### src/rtl/scan_ctrl.sv
// -----------------------------------------------------------------------------
// scan_ctrl
//   Moves words between a streaming interface and an external serial scan
//   chain. Each transaction shifts exactly CHAIN_LEN bits through the chain.
//   The bits are grouped into words of up to WORD_W bits, LSB first. For each
//   word, a write word is accepted, shifted out on scan_in_o, and the bits
//   returned on scan_out_i are offered as a read word.
//
//   Optional feature (macro SCAN_CTRL_PARITY_EN):
//     When defined, parity_o is the running XOR of every scan_out_i bit
//     sampled in the current or most recent transaction.
//     When undefined, parity_o is tied to 0.
//
// Parameters
//   CHAIN_LEN  number of flops in the attached chain (>=1)
//   WORD_W     data word width (>=1)
//
// Ports
//   clk, rst_n             clock; asynchronous active-low reset
//   start_i                begin a transaction (honoured only in IDLE)
//   wdata_i/wvalid_i/
//   wready_o               write-word handshake
//   rdata_o/rvalid_o/
//   rready_i               read-word handshake
//   scan_en_o, scan_in_o,
//   scan_out_i             chain shift enable, serial out, serial in
//   busy_o, done_o         transaction active; one-cycle end pulse
//   parity_o               parity of the captured bits (see macro above)
// -----------------------------------------------------------------------------
module scan_ctrl #(
    parameter int CHAIN_LEN = 9,
    parameter int WORD_W    = 8
) (
    input  logic              clk,
    input  logic              rst_n,
    input  logic              start_i,
    input  logic [WORD_W-1:0] wdata_i,
    input  logic              wvalid_i,
    output logic              wready_o,
    output logic [WORD_W-1:0] rdata_o,
    output logic              rvalid_o,
    input  logic              rready_i,
    output logic              scan_en_o,
    output logic              scan_in_o,
    input  logic              scan_out_i,
    output logic              busy_o,
    output logic              done_o,
    output logic              parity_o
);

    localparam int CW = $clog2(CHAIN_LEN + 1);
    localparam int NW = $clog2(WORD_W + 1);

    typedef enum logic [2:0] {IDLE, LOAD, SHIFT, STORE, DONE} state_t;

    state_t            state;
    logic [CW-1:0]     bits_left;   // chain bits still to shift in this transaction
    logic [NW-1:0]     word_n;      // bits carried by the current word
    logic [NW-1:0]     cnt;         // shifts still to do for the current word
    logic [WORD_W-1:0] shreg;
    logic [WORD_W-1:0] shift_nxt;

    // Number of bits in the next word: a full word, or the remaining tail.
    function automatic logic [NW-1:0] word_bits(input logic [CW-1:0] left);
        if (32'(left) < WORD_W) word_bits = NW'(left);
        else                    word_bits = NW'(WORD_W);
    endfunction

    // Shift right by one. The captured bit lands at position n-1, so that after
    // n shifts bit k holds the k-th captured bit. Positions >= n are forced to
    // 0, which flushes unused write bits out of a short tail word.
    function automatic logic [WORD_W-1:0] shift_word(input logic [WORD_W-1:0] cur,
                                                     input logic              din,
                                                     input logic [NW-1:0]     n);
        logic [WORD_W-1:0] sh;
        logic [WORD_W-1:0] r;
        sh = cur >> 1;
        for (int i = 0; i < WORD_W; i++) begin
            if (i < int'(n) - 1)       r[i] = sh[i];
            else if (i == int'(n) - 1) r[i] = din;
            else                       r[i] = 1'b0;
        end
        return r;
    endfunction

    assign shift_nxt = shift_word(shreg, scan_out_i, word_n);

    always_ff @(posedge clk or negedge rst_n) begin
        if (!rst_n) begin
            state     <= IDLE;
            bits_left <= '0;
            word_n    <= '0;
            cnt       <= '0;
            shreg     <= '0;
            rdata_o   <= '0;
            wready_o  <= 1'b0;
            rvalid_o  <= 1'b0;
            scan_en_o <= 1'b0;
            scan_in_o <= 1'b0;
            busy_o    <= 1'b0;
            done_o    <= 1'b0;
        end else begin
            case (state)
                IDLE: begin
                    if (start_i) begin
                        state     <= LOAD;
                        bits_left <= CW'(CHAIN_LEN);
                        busy_o    <= 1'b1;
                        wready_o  <= 1'b1;
                    end
                end
                LOAD: begin
                    if (wvalid_i) begin
                        state     <= SHIFT;
                        shreg     <= wdata_i;
                        word_n    <= word_bits(bits_left);
                        cnt       <= word_bits(bits_left);
                        wready_o  <= 1'b0;
                        scan_en_o <= 1'b1;
                        // scan_in_o is registered, so present bit 0 of the new word now
                        scan_in_o <= wdata_i[0];
                    end
                end
                SHIFT: begin
                    shreg     <= shift_nxt;
                    cnt       <= cnt - 1'b1;
                    bits_left <= bits_left - 1'b1;
                    if (cnt == NW'(1)) begin
                        state     <= STORE;
                        scan_en_o <= 1'b0;
                        scan_in_o <= 1'b0;
                        rvalid_o  <= 1'b1;
                        rdata_o   <= shift_nxt;
                    end else begin
                        scan_in_o <= shift_nxt[0];
                    end
                end
                STORE: begin
                    if (rready_i) begin
                        rvalid_o <= 1'b0;
                        if (bits_left != '0) begin
                            state    <= LOAD;
                            wready_o <= 1'b1;
                        end else begin
                            state  <= DONE;
                            done_o <= 1'b1;
                        end
                    end
                end
                DONE: begin
                    state  <= IDLE;
                    done_o <= 1'b0;
                    busy_o <= 1'b0;
                end
                default: state <= IDLE;
            endcase
        end
    end

`ifdef SCAN_CTRL_PARITY_EN
    logic parity_q;

    // Cleared only when a new transaction is accepted, so the result of the
    // last transaction stays visible while idle.
    always_ff @(posedge clk or negedge rst_n) begin
        if (!rst_n)                        parity_q <= 1'b0;
        else if (state == IDLE && start_i) parity_q <= 1'b0;
        else if (state == SHIFT)           parity_q <= parity_q ^ scan_out_i;
    end

    assign parity_o = parity_q;
`else
    assign parity_o = 1'b0;
`endif

endmodule
### config.mk
export PLATFORM = sky130hd
export DESIGN_NAME = scan_ctrl
export DESIGN_NICKNAME = d
export VERILOG_FILES = /design/src/rtl/scan_ctrl.sv
export SDC_FILE = /design/constraint.sdc
export NUM_CORES = 1
export LEC_CHECK = 0
export ABC_AREA = 1
export CAP_MARGIN = 20
export CELL_PAD_IN_SITES_DETAIL_PLACEMENT = 1
export CELL_PAD_IN_SITES_GLOBAL_PLACEMENT = 2
export CORE_MARGIN = 2
export CORE_UTILIZATION = 30
export DETAILED_ROUTE_END_ITERATION = 10
export PLACE_DENSITY_LB_ADDON = 0.1
export SETUP_SLACK_MARGIN = 0.05
export SYNTH_ARGS = -nofsm -noshare
export SYNTH_HDL_FRONTEND = slang
export SYNTH_SLANG_ARGS = --single-unit
### constraint.sdc
create_clock -name clk -period 2.2 [get_ports clk]
set_input_delay 0.33 -clock clk [delete_from_list [all_inputs] [get_ports clk]]
set_output_delay 0.33 -clock clk [all_outputs]
set_load 0.02 [all_outputs]
# ---- After elaboration in Yosys (flattened, before gate mapping)
# Cells that the tools add are included.
dict set report word_totals {
  out_inout_bits 15
  regBits 37
  elab_cells 108
  inputBits 14
}
dict set report op_classes {
  n_addsub 3
  n_mux 47
  n_reduce_logical 19
  n_eq_ne 18
  order_cmp 9
}
# cell n
set op_table {}
lappend op_table {{logical NOT 32 bit} 1}
lappend op_table {{two-way mux 1 bit} 28}
lappend op_table {{== test 4 x 5 -> 1 bit (first input constant)} 4}
lappend op_table {{less-than comparator 4 x 5 -> 1 bit (first input constant)} 4}
lappend op_table {{one-hot mux 4 bit (2 select lines)} 2}
lappend op_table {{one-hot mux 8 bit (2 select lines)} 1}
lappend op_table {{two-way mux 3 bit} 5}
lappend op_table {{two-way mux 4 bit} 3}
lappend op_table {{!= test 2 bit (second input constant)} 6}
lappend op_table {{one-hot mux 3 bit (4 select lines)} 1}
lappend op_table {{== test 3 x 5 -> 1 bit (first input constant)} 2}
lappend op_table {{less-than comparator 3 x 5 -> 1 bit (first input constant)} 2}
lappend op_table {{one-hot mux 1 bit (2 select lines)} 5}
lappend op_table {{AND reduction 2 bit} 5}
lappend op_table {{nonzero test 2 bit} 5}
lappend op_table {{AND reduction 3 bit} 3}
lappend op_table {{two-way mux 8 bit} 1}
lappend op_table {{subtractor 4 x 1 -> 4 bit (second input constant)} 2}
lappend op_table {{== test 3 x 2 -> 1 bit (second input constant)} 2}
lappend op_table {{== test 2 x 5 -> 1 bit (first input constant)} 1}
lappend op_table {{less-than comparator 1 x 5 -> 1 bit (first input constant)} 1}
lappend op_table {{less-than comparator 2 x 5 -> 1 bit (first input constant)} 1}
lappend op_table {{AND reduction 5 bit} 1}
lappend op_table {{subtractor 4 x 1 -> 5 bit (second input constant)} 1}
lappend op_table {{other kinds (9)} 9}

# ---- Longest topological paths before layout
# Gate-level depths: netlist of the first run.
dict set report depth {
  depth_word 6
  depth_mapped 14
  ltp_nobuf 14
}

# ---- Least setup slack after synthesis of the first run
# No wires, ideal clock.
dict set report synth_timing {
  path_type {register to register}
  start {register word_n[0]}
  end {register scan_in_o}
  t_required_ps 2079
  period_less_slack_ps 1956
  path_stages_with_launch 15
  slack_ps 244
  n_path_buf 0
  setup_ps 121
  arrival_time_ps 1835
  path_cell_list {dfrtp_1 > inv_2 > ha_1 > inv_1 > nand2_1 > nand2_2 > nand3_4 > nor2_2 > ha_1 > inv_1 > nand3_1 > nand3_1 > nand2_1 > nand2_1 > a21oi_2}
}
dict set report synth_between {
  elab_chain_cells 6
  elab_cells_between_ends 7
  classes_between {add/sub (1); order compare (1); mux (4); reduce/logical (1)}
}
# item line
set synth_rtl {}
lappend synth_rtl {{start: declaration} 58} ;# logic [NW-1:0] word_n;
lappend synth_rtl {{start signal: assignment} 116} ;# word_n <= word_bits(bits_left);
lappend synth_rtl {{subtractor 4 x 1 -> 5 bit *} {79, 80}}
lappend synth_rtl {{logical NOT 32 bit} 80} ;# else if (i == int'(n) - 1) r[i] = din;
lappend synth_rtl {{two-way mux 1 bit} 80}
lappend synth_rtl {{two-way mux 1 bit *} 79} ;# if (i < int'(n) - 1) r[i] = sh[i];
lappend synth_rtl {{two-way mux 1 bit *} 128} ;# if (cnt == NW'(1)) begin
lappend synth_rtl {{one-hot mux 1 bit (2 select lines) *} 103} ;# case (state)
lappend synth_rtl {{end signal: assignment} 121} ;# scan_in_o <= wdata_i[0];
lappend synth_rtl {{end signal: assignment} 135} ;# scan_in_o <= shift_nxt[0];
lappend synth_rtl {{end: declaration} 44} ;# output logic scan_in_o,
# Every way passes the cells marked *; elsewhere a longest branch is shown, timed or not.
# A chain may end at the register's enable or synchronous reset.

# ---- Worst setup path in the final report of the first run
dict set report layout_timing {
  start {register word_n[1]}
  end {register scan_in_o}
}
# The elaborated chain is that of the path after synthesis.

==> flow_metrics.py, run 1 <==
metrics = {
    "route": {
        "vias": 1855,
        "ant_nets": 0,
        "drt_iter0_markers": 36,
        "avgViaCountPerCell": 4.81,
        "firstDrtPassIters": 4,
        "drt_wl_total_um": 5860,
        "drc": 0,
        "avgRoutedWirePerCell_um": 15.2,
    },
    "timing": {
        "drv_slew": 0,
        "setup_viol": 0,
        "min_period_ns": 1.99,
        "rsz0062_at_grt": "false",
        "hold_viol_final": 0,
        "fin_tns_setup_ns": 0,
        "max_freq_mhz": 502,
        "skew_ns": 0.00795,
        "min_period_over_period_pct": 90.6,
        "fin_hold_ws_ns": 0.457,
    },
    "grt": {
        "grt_max_degree": 17,
        "overflow": 0,
        "gr-usage-all-layers_pct": 17.1,
        "grt_pass1_vias": 1951,
        "grt_pass1_wl_um": 9880,
        "grt_antenna_before_repair": 0,
    },
    "cells_and_area": {
        "final_cell_mix": "65 x nand2_1, 36 x dfrtp_1, 30 x inv_1",
        "layout_commonest_cell": "nand2_1",
        "syn2layout_area_growth_pct": 27.3,
        "drive_gt1_share_pct": 15.7,
        "fin_cells": 386,
        "nets": 326,
        "antenna_cells": 0,
    },
    "critical_path": {
        "cp-start-kind": "register",
        "slowest_stage": "dfrtp_1",
        "cp_cell_sequence": "inv_1 -> ha_1 -> nand2_1 -> nand2_4 -> nand3_4 -> nor2_4 -> ha_1 -> inv_1 -> nand3_1 -> nand3_1 -> nand2_1 -> nand2_1 -> a21oi_2",
        "r2r_slack_ns": 0.21,
        "timing_worst_setup_path_type": "reg -> reg",
        "crit_required_ns": 2.38,
        "path_max_fanout": 5,
        "cp.arrival_ns": 2.18,
        "crit_path_frequent_cell": "nand2_1",
        "cp-end-kind": "register",
        "crit_path_max_incr_delay_ns": 0.41,
    },
    "die": {
        "rows": 30,
        "ioPinCount": 29,
        "fp.dieH_um": 86.8,
        "die_w_um": 86.8,
        "die-area_mm2": 0.00753,
        "core_mm2": 0.00672,
        "start_util_pct": 30.6,
    },
    "hold_path": {
        "hold_class": "in -> async",
    },
    "yosys": {
        "synth-seq-area-share_pct": 43.8,
        "netlist.area_leader.share_pct": 43.8,
        "syn_inst": 262,
        "synth_nets": 283,
        "yosysWarnings": 0,
        "syn_avg_cell_area_um2": 7.85,
        "netlist_top_cells_area": "dfrtp_1 44%, nand2_1 12%, nand3_1 5.8%",
        "syn-cell-area_mm2": 0.00206,
        "ys_ff_latch": 36,
        "yosys.area.top_type": "dfrtp_1",
        "ys_types": 33,
    },
    "power_and_ir_drop": {
        "power.total_mw": 4.26,
        "power.static_leakage_nw": 1.23,
        "powerDensity_mw_per_mm2": 1630,
        "ir_drop_mv": 0.589,
    },
    "status": {
        "outcome": "completed",
    },
    "placement": {
        "hpwl_um": 4620,
        "gp_congestion": 0.819,
        "io_buffers": 27,
        "placed_cells": 375,
    },
    "cts": {
        "htreeDepth": 2,
        "cts_buffers": 5,
        "cts.sinks": 36,
        "clockBufferDepth": 2,
        "clock-root-buffer": "clkbuf_8",
        "cts_tree": "built",
        "cts.reportedPaths.clkPinSlew_ns": 0.08,
        "clock_latency_ns": 0.29,
    },
    "run": {
        "maxCapViolations": 0,
    },
}
-- power by group --
part | internal, mW | total, mW | leakage (nW) | switching, mW
clock | 0.337 | 0.584 | 0.0552 | 0.247
combinational | 0.948 | 2.48 | 0.740 | 1.53
sequential | 0.968 | 1.19 | 0.432 | 0.226
-- flip-flops by register name, summed over array words and instances, names as in the netlist --
signal     flops
rdata_o        8
shreg          7
bits_left      4
cnt            4
word_n         4
state          3
busy_o         1
done_o         1
rvalid_o       1
scan_en_o      1
scan_in_o      1
wready_o       1
-- repair_timing --
action | in CTS | in global routing
hold buffers | 1 | 0
setup buffers | 0 | 2
resized for setup | 0 | 3
hold endpoints to repair | 11 | 0
setup endpoints to repair | 0 | 1
-- cell usage after synthesis (all sizes together) --
| cell type | number |
|---|---|
| a31oi | 3 |
| o22ai | 1 |
| nand3 | 25 |
| inv | 42 |
| nor4 | 3 |
| nor2 | 22 |
| nand4 | 3 |
| o32ai | 1 |
| buf | 4 |
| o221ai | 1 |
| o211ai | 6 |
| o31ai | 3 |
| dfrtp | 36 |
| ha | 7 |
| o21ba | 1 |
| xor2 | 1 |
| nand2 | 68 |
| a21oi | 5 |
| o2111ai | 1 |
| conb | 1 |
| o21ai | 22 |
| nor3 | 5 |
| a22oi | 1 |
-- worst paths after layout --
kind / start / end / cells past startpoint
min: rst_n / bits_left[1]$_DFFE_PN0P_ / 2
min reg2reg: rdata_o[5]$_DFFE_PN0P_ / rdata_o[5]$_DFFE_PN0P_ / 2
min in group clk: rdata_o[5]$_DFFE_PN0P_ / rdata_o[5]$_DFFE_PN0P_ / 2
max in group asynchronous: rst_n / rdata_o[7]$_DFFE_PN0P_ / 3
max reg2reg: word_n[1]$_DFFE_PN0P_ / scan_in_o$_DFFE_PN0P_ / 13
max: word_n[1]$_DFFE_PN0P_ / scan_in_o$_DFFE_PN0P_ / 13
-- worst max-delay path, delay by kind of cell (launching register included) --
family                     cells  cell delay [ns]
and+or+nand+nor                8             0.78
adders and majority gates      2             0.47
DFF                            1             0.41
buffers and inverters          2             0.19
AOI/OAI and AO/OA              1             0.05
-- layout make-up --
type	instances	area, µm²
Clock inverter	2	35.0
Clock buffer	6	72.6
Inverter	42	158
Tap cell	80	100
Fill cell	811	4100
Timing Repair Buffer	40	365
Sequential cell	36	901
Multi-Input combinational cell	180	985
-- layer usage --
| layer | track usage, % | wire [µm] | up-vias |
|---|---|---|---|
| met2 | 27.6 | 2780 | 26 |
| met4 | 4.26 | 64 | 0 |
| met1 | 23.3 | 2860 | 884 |
| li1 | - | - | 940 |
| met5 | 0 | 0 | - |
| met3 | 3.71 | 148 | 5 |
-- cell families (layout without fill, tap and decap cells) --
| logic type | after synthesis | in the layout | synth area share, % |
|---|---|---|---|
| buffers and inverters | 46 | 90 | 8.89 |
| DFF | 36 | 36 | 43.8 |
| and+or+nand+nor | 126 | 126 | 29.0 |
| adders and majority gates | 7 | 7 | 4.26 |
| xor gates and xnor gates | 1 | 1 | 0.426 |
| other | 1 | 1 | 0.182 |
| AOI/OAI and AO/OA | 45 | 45 | 13.4 |
-- per-stage QoR --
step	worst slack [ns]	util [%]	area [µm²]
floorplan	0.244	-	2060
global placement	0.229	36.8	2470
detailed placement	0.139	36.8	2470
CTS	0.135	38.5	2590
global route	0.0487	38.9	2620
finish	0.207	38.9	2620
Power figures use the tool's default switching activity.
==> run 2, diff against run 1 <==
--- a/config.mk
+++ b/config.mk
@@ -13,6 +13,7 @@
 export CORE_UTILIZATION = 30
 export DETAILED_ROUTE_END_ITERATION = 10
 export PLACE_DENSITY_LB_ADDON = 0.1
+export RECOVER_POWER = 25
 export SETUP_SLACK_MARGIN = 0.05
 export SYNTH_ARGS = -nofsm -noshare
 export SYNTH_HDL_FRONTEND = slang
==> flow_metrics.py, run 2 (synthesis results as in run 1) <==
metrics = {
    "hold_path": {
        "hold_depth": 2,
        "worstHoldStart": "rdata_o[5]$_DFFE_PN0P_",
        "hold_class": "reg -> reg",
    },
    "die": {
        "die_w_um": 86.8,
        "rows": 30,
        "fp.dieH_um": 86.8,
        "start_util_pct": 30.6,
        "ioPinCount": 29,
        "core_mm2": 0.00672,
        "die-area_mm2": 0.00753,
    },
    "cells_and_area": {
        "drive_gt1_share_pct": 14.7,
        "largest_register_ffs": 8,
        "nFillCells": 814,
        "syn2layout_area_growth_pct": 26.8,
        "largest-register": "rdata_o",
        "fin_cells": 386,
        "final_cell_mix": "65 x nand2_1, 36 x dfrtp_1, 30 x inv_1",
        "layout_commonest_cell": "nand2_1",
        "antenna_cells": 0,
        "nets": 326,
        "fin_area_mm2": 0.00261,
        "top_regs": "rdata_o: 8 flops, shreg: 7 flops",
    },
    "grt": {
        "grt_pass1_vias": 1951,
        "grt_antenna_before_repair": 0,
        "overflow": 0,
        "gr-usage-all-layers_pct": 17.1,
        "grt_max_degree": 17,
        "grt_pass1_wl_um": 9880,
    },
    "critical_path": {
        "startpoint": "word_n[1]$_DFFE_PN0P_",
        "slowest_stage": "dfrtp_1",
        "path_max_fanout": 5,
        "cp_cell_sequence": "inv_1 -> ha_1 -> nand2_1 -> nand2_4 -> nand3_4 -> nor2_4 -> ha_1 -> inv_1 -> nand3_1 -> nand3_1 -> nand2_1 -> nand2_1 -> a21oi_2",
        "cp-start-kind": "register",
        "cp-end-kind": "register",
        "crit_path_frequent_cell": "nand2_1",
        "cp.arrival_ns": 2.18,
        "rr_worst_depth": 13,
        "crit_path_max_incr_delay_ns": 0.41,
        "r2r_start": "word_n[1]$_DFFE_PN0P_",
        "timing_worst_setup_path_type": "reg -> reg",
        "crit_required_ns": 2.38,
    },
    "timing": {
        "relSlewSlack_pct": 42.7,
        "drv_slew": 0,
        "min_period_ns": 1.99,
        "min_period_over_period_pct": 90.6,
        "hold_viol_final": 0,
        "max_freq_mhz": 502,
        "setup_viol": 0,
        "skew_ns": 0.00852,
        "tightest_slew_ns": 0.859,
        "rsz0062_at_grt": "false",
        "fin_tns_setup_ns": 0,
    },
    "route": {
        "avgViaCountPerCell": 4.82,
        "drt_iter0_markers": 34,
        "ant_nets": 0,
        "firstDrtPassIters": 4,
        "avgRoutedWirePerCell_um": 15.2,
        "vias": 1861,
        "drc": 0,
        "drt_wl_total_um": 5880,
    },
    "placement": {
        "placed_cells": 375,
        "io_buffers": 27,
        "gp_congestion": 0.819,
        "post_dp_cell_area_mm2": 0.00247,
        "hpwl_um": 4620,
    },
    "power_and_ir_drop": {
        "power.total_mw": 4.26,
        "power.static_leakage_nw": 1.22,
        "powerDensity_mw_per_mm2": 1630,
        "ir_drop_mv": 0.589,
    },
    "cts": {
        "cts.sinks": 36,
        "clock-root-buffer": "clkbuf_8",
        "cts.reportedPaths.clkPinSlew_ns": 0.08,
        "cts_buffers": 5,
        "htreeDepth": 2,
        "cts_tree": "built",
        "clockBufferDepth": 2,
        "clock_latency_ns": 0.29,
    },
    "run": {
        "maxCapViolations": 0,
    },
    "status": {
        "outcome": "completed",
    },
}
==> run 2: cell types whose count changed in the layout (fill, tap and decap cells not counted) <==
cell and change:
buf_4 -2, buf_2 -1, buf_1 +1, clkbuf_1 +2
==> run 2: final cells by class <==
type                       count  area (µm²)  share of cell area (%)
timing repair buffer          40         357                    13.7
tap                           80         100                    3.84
clock buffer                   6        72.6                    2.78
multi-input combinational    180         985                    37.8
inverter                      42         158                    6.05
clock inverter                 2        35.0                    1.34
sequential                    36         901                    34.5
==> run 2: routing by layer <==
metal | global-route usage [%] | vias to the layer above | share of wire [%]
li1 | - | 940 | -
met1 | 23.3 | 890 | 49
met2 | 27.6 | 26 | 48
met3 | 3.71 | 5 | 2.3
met4 | 4.26 | 0 | 1.1
met5 | 0 | - | 0
==> run 2: repair_timing <==
| item | CTS | global route |
|---|---|---|
| setup endpoints to repair | 0 | 1 |
| endpoints found under the hold margin | 11 | 0 |
| buffers inserted | 0 | 2 |
| hold buffers | 1 | 0 |
| resized for setup | 0 | 3 |
==> run 2: worst paths after layout <==
| kind | slack [ns] | to |
|---|---|---|
| setup / recovery | 0.21 | scan_in_o$_DFFE_PN0P_ |
| hold / removal | 0.49 | rdata_o[5]$_DFFE_PN0P_ |
| setup reg to reg | 0.21 | scan_in_o$_DFFE_PN0P_ |
| hold reg to reg | 0.49 | rdata_o[5]$_DFFE_PN0P_ |
| max in group asynchronous | 0.39 | rdata_o[7]$_DFFE_PN0P_ |
| min in group asynchronous | 0.60 | bits_left[1]$_DFFE_PN0P_ |
==> run 2: power by group <==
| part | internal [mW] | switching (mW) |
|---|---|---|
| clock | 0.337 | 0.247 |
| sequential | 0.968 | 0.226 |
| combinational | 0.946 | 1.54 |
==> run 2: through the flow <==
step                      util [%]  setup slack [ns]  hold slack, ns
after floorplan                  -             0.244          0.0344
after global placement        36.8             0.229           0.240
after detailed placement      36.8             0.139           0.240
after CTS                     38.5             0.135           0.457
after global routing          38.8            0.0487           0.525
final                         38.8             0.207           0.485
==> run 2: worst max-delay path, delay by kind of cell, from the launching register on <==
family	cells	cell delay, ns
flops	1	0.41
compound gates	1	0.05
buf+inv	2	0.19
simple gates	8	0.78
fa+ha+maj	2	0.47
==> run 3, diff against run 2 <==
--- a/config.mk
+++ b/config.mk
@@ -10,7 +10,7 @@
 export CELL_PAD_IN_SITES_DETAIL_PLACEMENT = 1
 export CELL_PAD_IN_SITES_GLOBAL_PLACEMENT = 2
 export CORE_MARGIN = 2
-export CORE_UTILIZATION = 30
+export CORE_UTILIZATION = 31
 export DETAILED_ROUTE_END_ITERATION = 10
 export PLACE_DENSITY_LB_ADDON = 0.1
 export RECOVER_POWER = 25
==> flow_metrics.py, run 3 (synthesis results as in run 1) <==
metrics = {
    "status": {
        "outcome": "complete, but fails checks",
        "violations": "max-capacitance violations, max-slew violations",
    },
    "route": {
        "top_layer": "met4",
        "vias": 1870,
        "wl_met3_um": 177,
        "ant_nets": 0,
        "drt_iter0_markers": 57,
        "wl_met2_um": 2710,
        "drc": 0,
        "drt_wl_total_um": 5840,
        "avgViaCountPerCell": 4.96,
        "avgRoutedWirePerCell_um": 15.5,
        "met1_length_um": 2900,
        "firstDrtPassIters": 4,
    },
    "cells_and_area": {
        "final_util_pct": 40.2,
        "largest-register": "rdata_o",
        "largest_register_ffs": 8,
        "drive_gt1_share_pct": 15.3,
        "syn2layout_area_growth_pct": 24.8,
        "multi_input_area_mm2": 0.00100,
        "top_regs": "rdata_o: 8 flops, shreg: 7 flops",
        "seq_area_um2": 901,
        "nFillCells": 792,
        "layout_commonest_cell": "nand2_1",
        "antenna_cells": 0,
        "final_cell_mix": "65 x nand2_1, 36 x dfrtp_1, 29 x inv_1",
        "nets": 320,
    },
    "grt": {
        "grt_antenna_before_repair": 0,
        "grt_pass1_wl_um": 10100,
        "gr-usage-all-layers_pct": 17.6,
        "overflow": 0,
        "grt_pass1_vias": 2038,
        "grt_max_degree": 37,
    },
    "timing": {
        "rsz0062_at_grt": "false",
        "setup_ws_ns": 0.231,
        "min_period_ns": 1.97,
        "min_period_over_period_pct": 89.5,
        "relSlewSlack_pct": -36.0,
        "drv_slew": 37,
        "setup_viol": 0,
        "hold_viol_final": 0,
        "skew_ns": 0.00590,
        "max_freq_mhz": 508,
        "fin_tns_setup_ns": 0,
        "tightest_slew_ns": 2.04,
    },
    "cts": {
        "clock-root-buffer": "clkbuf_8",
        "cts.reportedPaths.clkPinSlew_ns": 0.08,
        "cts.sinks": 36,
        "cts_tree": "built",
        "clock_latency_ns": 0.29,
        "htreeDepth": 2,
        "clockBufferDepth": 2,
        "cts_setup_buffers": 0,
        "cts_buffers": 5,
        "cts_resized": 0,
        "cts_hold_buf": 0,
    },
    "power_and_ir_drop": {
        "sw_frac_of_total_pct": 48.5,
        "p_int_mw": 2.16,
        "power_switching_mw": 2.03,
        "combPwrFrac_pct": 59.5,
        "power.static_leakage_nw": 1.19,
        "seqPwrFrac_pct": 28.4,
        "ir_drop_mv": 0.549,
        "powerDensity_mw_per_mm2": 1630,
        "clkPwrFrac_pct": 12.1,
    },
    "die": {
        "rows": 29,
        "core_mm2": 0.00639,
        "die-area_mm2": 0.00730,
        "die_w_um": 85.4,
        "fp.dieH_um": 85.4,
        "ioPinCount": 29,
        "start_util_pct": 32.2,
    },
    "critical_path": {
        "crit_path_max_incr_delay_ns": 0.40,
        "path_buf_inv": 3,
        "cp.arrival_ns": 2.15,
        "r2r_start": "word_n[1]$_DFFE_PN0P_",
        "r2r_slack_ns": 0.23,
        "rr_endpoint": "scan_in_o$_DFFE_PN0P_",
        "cp_cell_sequence": "inv_2 -> ha_4 -> inv_1 -> nand2_1 -> nand2_4 -> nand3_4 -> nor2_4 -> ha_1 -> inv_1 -> nand3_1 -> nand3_1 -> nand2_1 -> nand2_1 -> a21oi_2",
        "slowest_stage": "dfrtp_1",
        "cp_num_cells": 14,
        "rr_worst_depth": 14,
        "crit_required_ns": 2.38,
        "crit_family": "simple AND/OR/NAND/NOR gates",
        "cp-end-kind": "register",
        "cp-start-kind": "register",
        "crit_path_frequent_cell": "nand2_1",
        "timing_worst_setup_path_type": "reg -> reg",
        "path_max_fanout": 6,
    },
    "placement": {
        "hpwl_um": 4480,
        "gp_congestion": 0.829,
        "pre_cts_ws_ns": 0.114,
        "io_buffers": 27,
    },
    "hold_path": {
        "hold_depth": 2,
        "min_to": "rdata_o[7]$_DFFE_PN0P_",
        "hold_class": "reg -> reg",
        "worstHoldStart": "rdata_o[7]$_DFFE_PN0P_",
    },
    "run": {
        "maxCapViolations": 1,
    },
}
-- run 3: metrics by stage --
step	power (mW)	cell area, µm²	hold WS, ns	instances
3_5_place_dp	3.66	2440	0.472	369
2_1_floorplan	2.81	2060	0.0344	262
3_3_place_gp	3.64	2440	0.467	369
5_1_grt	4.63	2560	0.515	377
6_report	4.19	2560	0.489	377
4_1_cts	4.18	2540	0.174	377
-- run 3: per-layer routing --
layer	vias to the layer above	global-route usage, %
met5	-	0
met4	0	4.76
met3	4	3.11
met2	25	27.2
met1	906	25.4
li1	935	-
-- run 3: how the worst max path moves through the flow --
stage / slack (ns) / end / start
2_1_floorplan: 0.24 / scan_in_o$_DFFE_PN0P_ / word_n[0]$_DFFE_PN0P_
3_3_place_gp: 0.24 / scan_in_o$_DFFE_PN0P_ / word_n[1]$_DFFE_PN0P_
3_5_place_dp: 0.11 / scan_in_o$_DFFE_PN0P_ / word_n[1]$_DFFE_PN0P_
4_1_cts: 0.10 / scan_in_o$_DFFE_PN0P_ / word_n[1]$_DFFE_PN0P_
5_1_grt: 0.07 / scan_in_o$_DFFE_PN0P_ / word_n[1]$_DFFE_PN0P_
6_report: 0.23 / scan_in_o$_DFFE_PN0P_ / word_n[1]$_DFFE_PN0P_
-- run 3: final cells by class --
type                    instances  share of cell area (%)
multi-input cells             180                    39.0
flip-flops and latches         36                    35.1
repair buffers                 34                    12.3
inverters                      42                    6.15
well taps                      77                    3.76
clock buffers                   6                    3.22
clock inverters                 2                   0.390
-- run 3: power by group through the flow --
stage,sequential (mW),clock (mW),combinational [mW]
after floorplan,1.30,0,1.50
after global placement,1.20,0,2.44
after detailed placement,1.20,0,2.46
after CTS,1.19,0.524,2.47
after global routing,1.24,0.551,2.84
final,1.19,0.509,2.49
-- run 3: worst min-delay path, stage by stage (launching register included) --
cell	delay (ns)
dfrtp_1	0.35
nand2_1	0.05
nand2_1	0.05
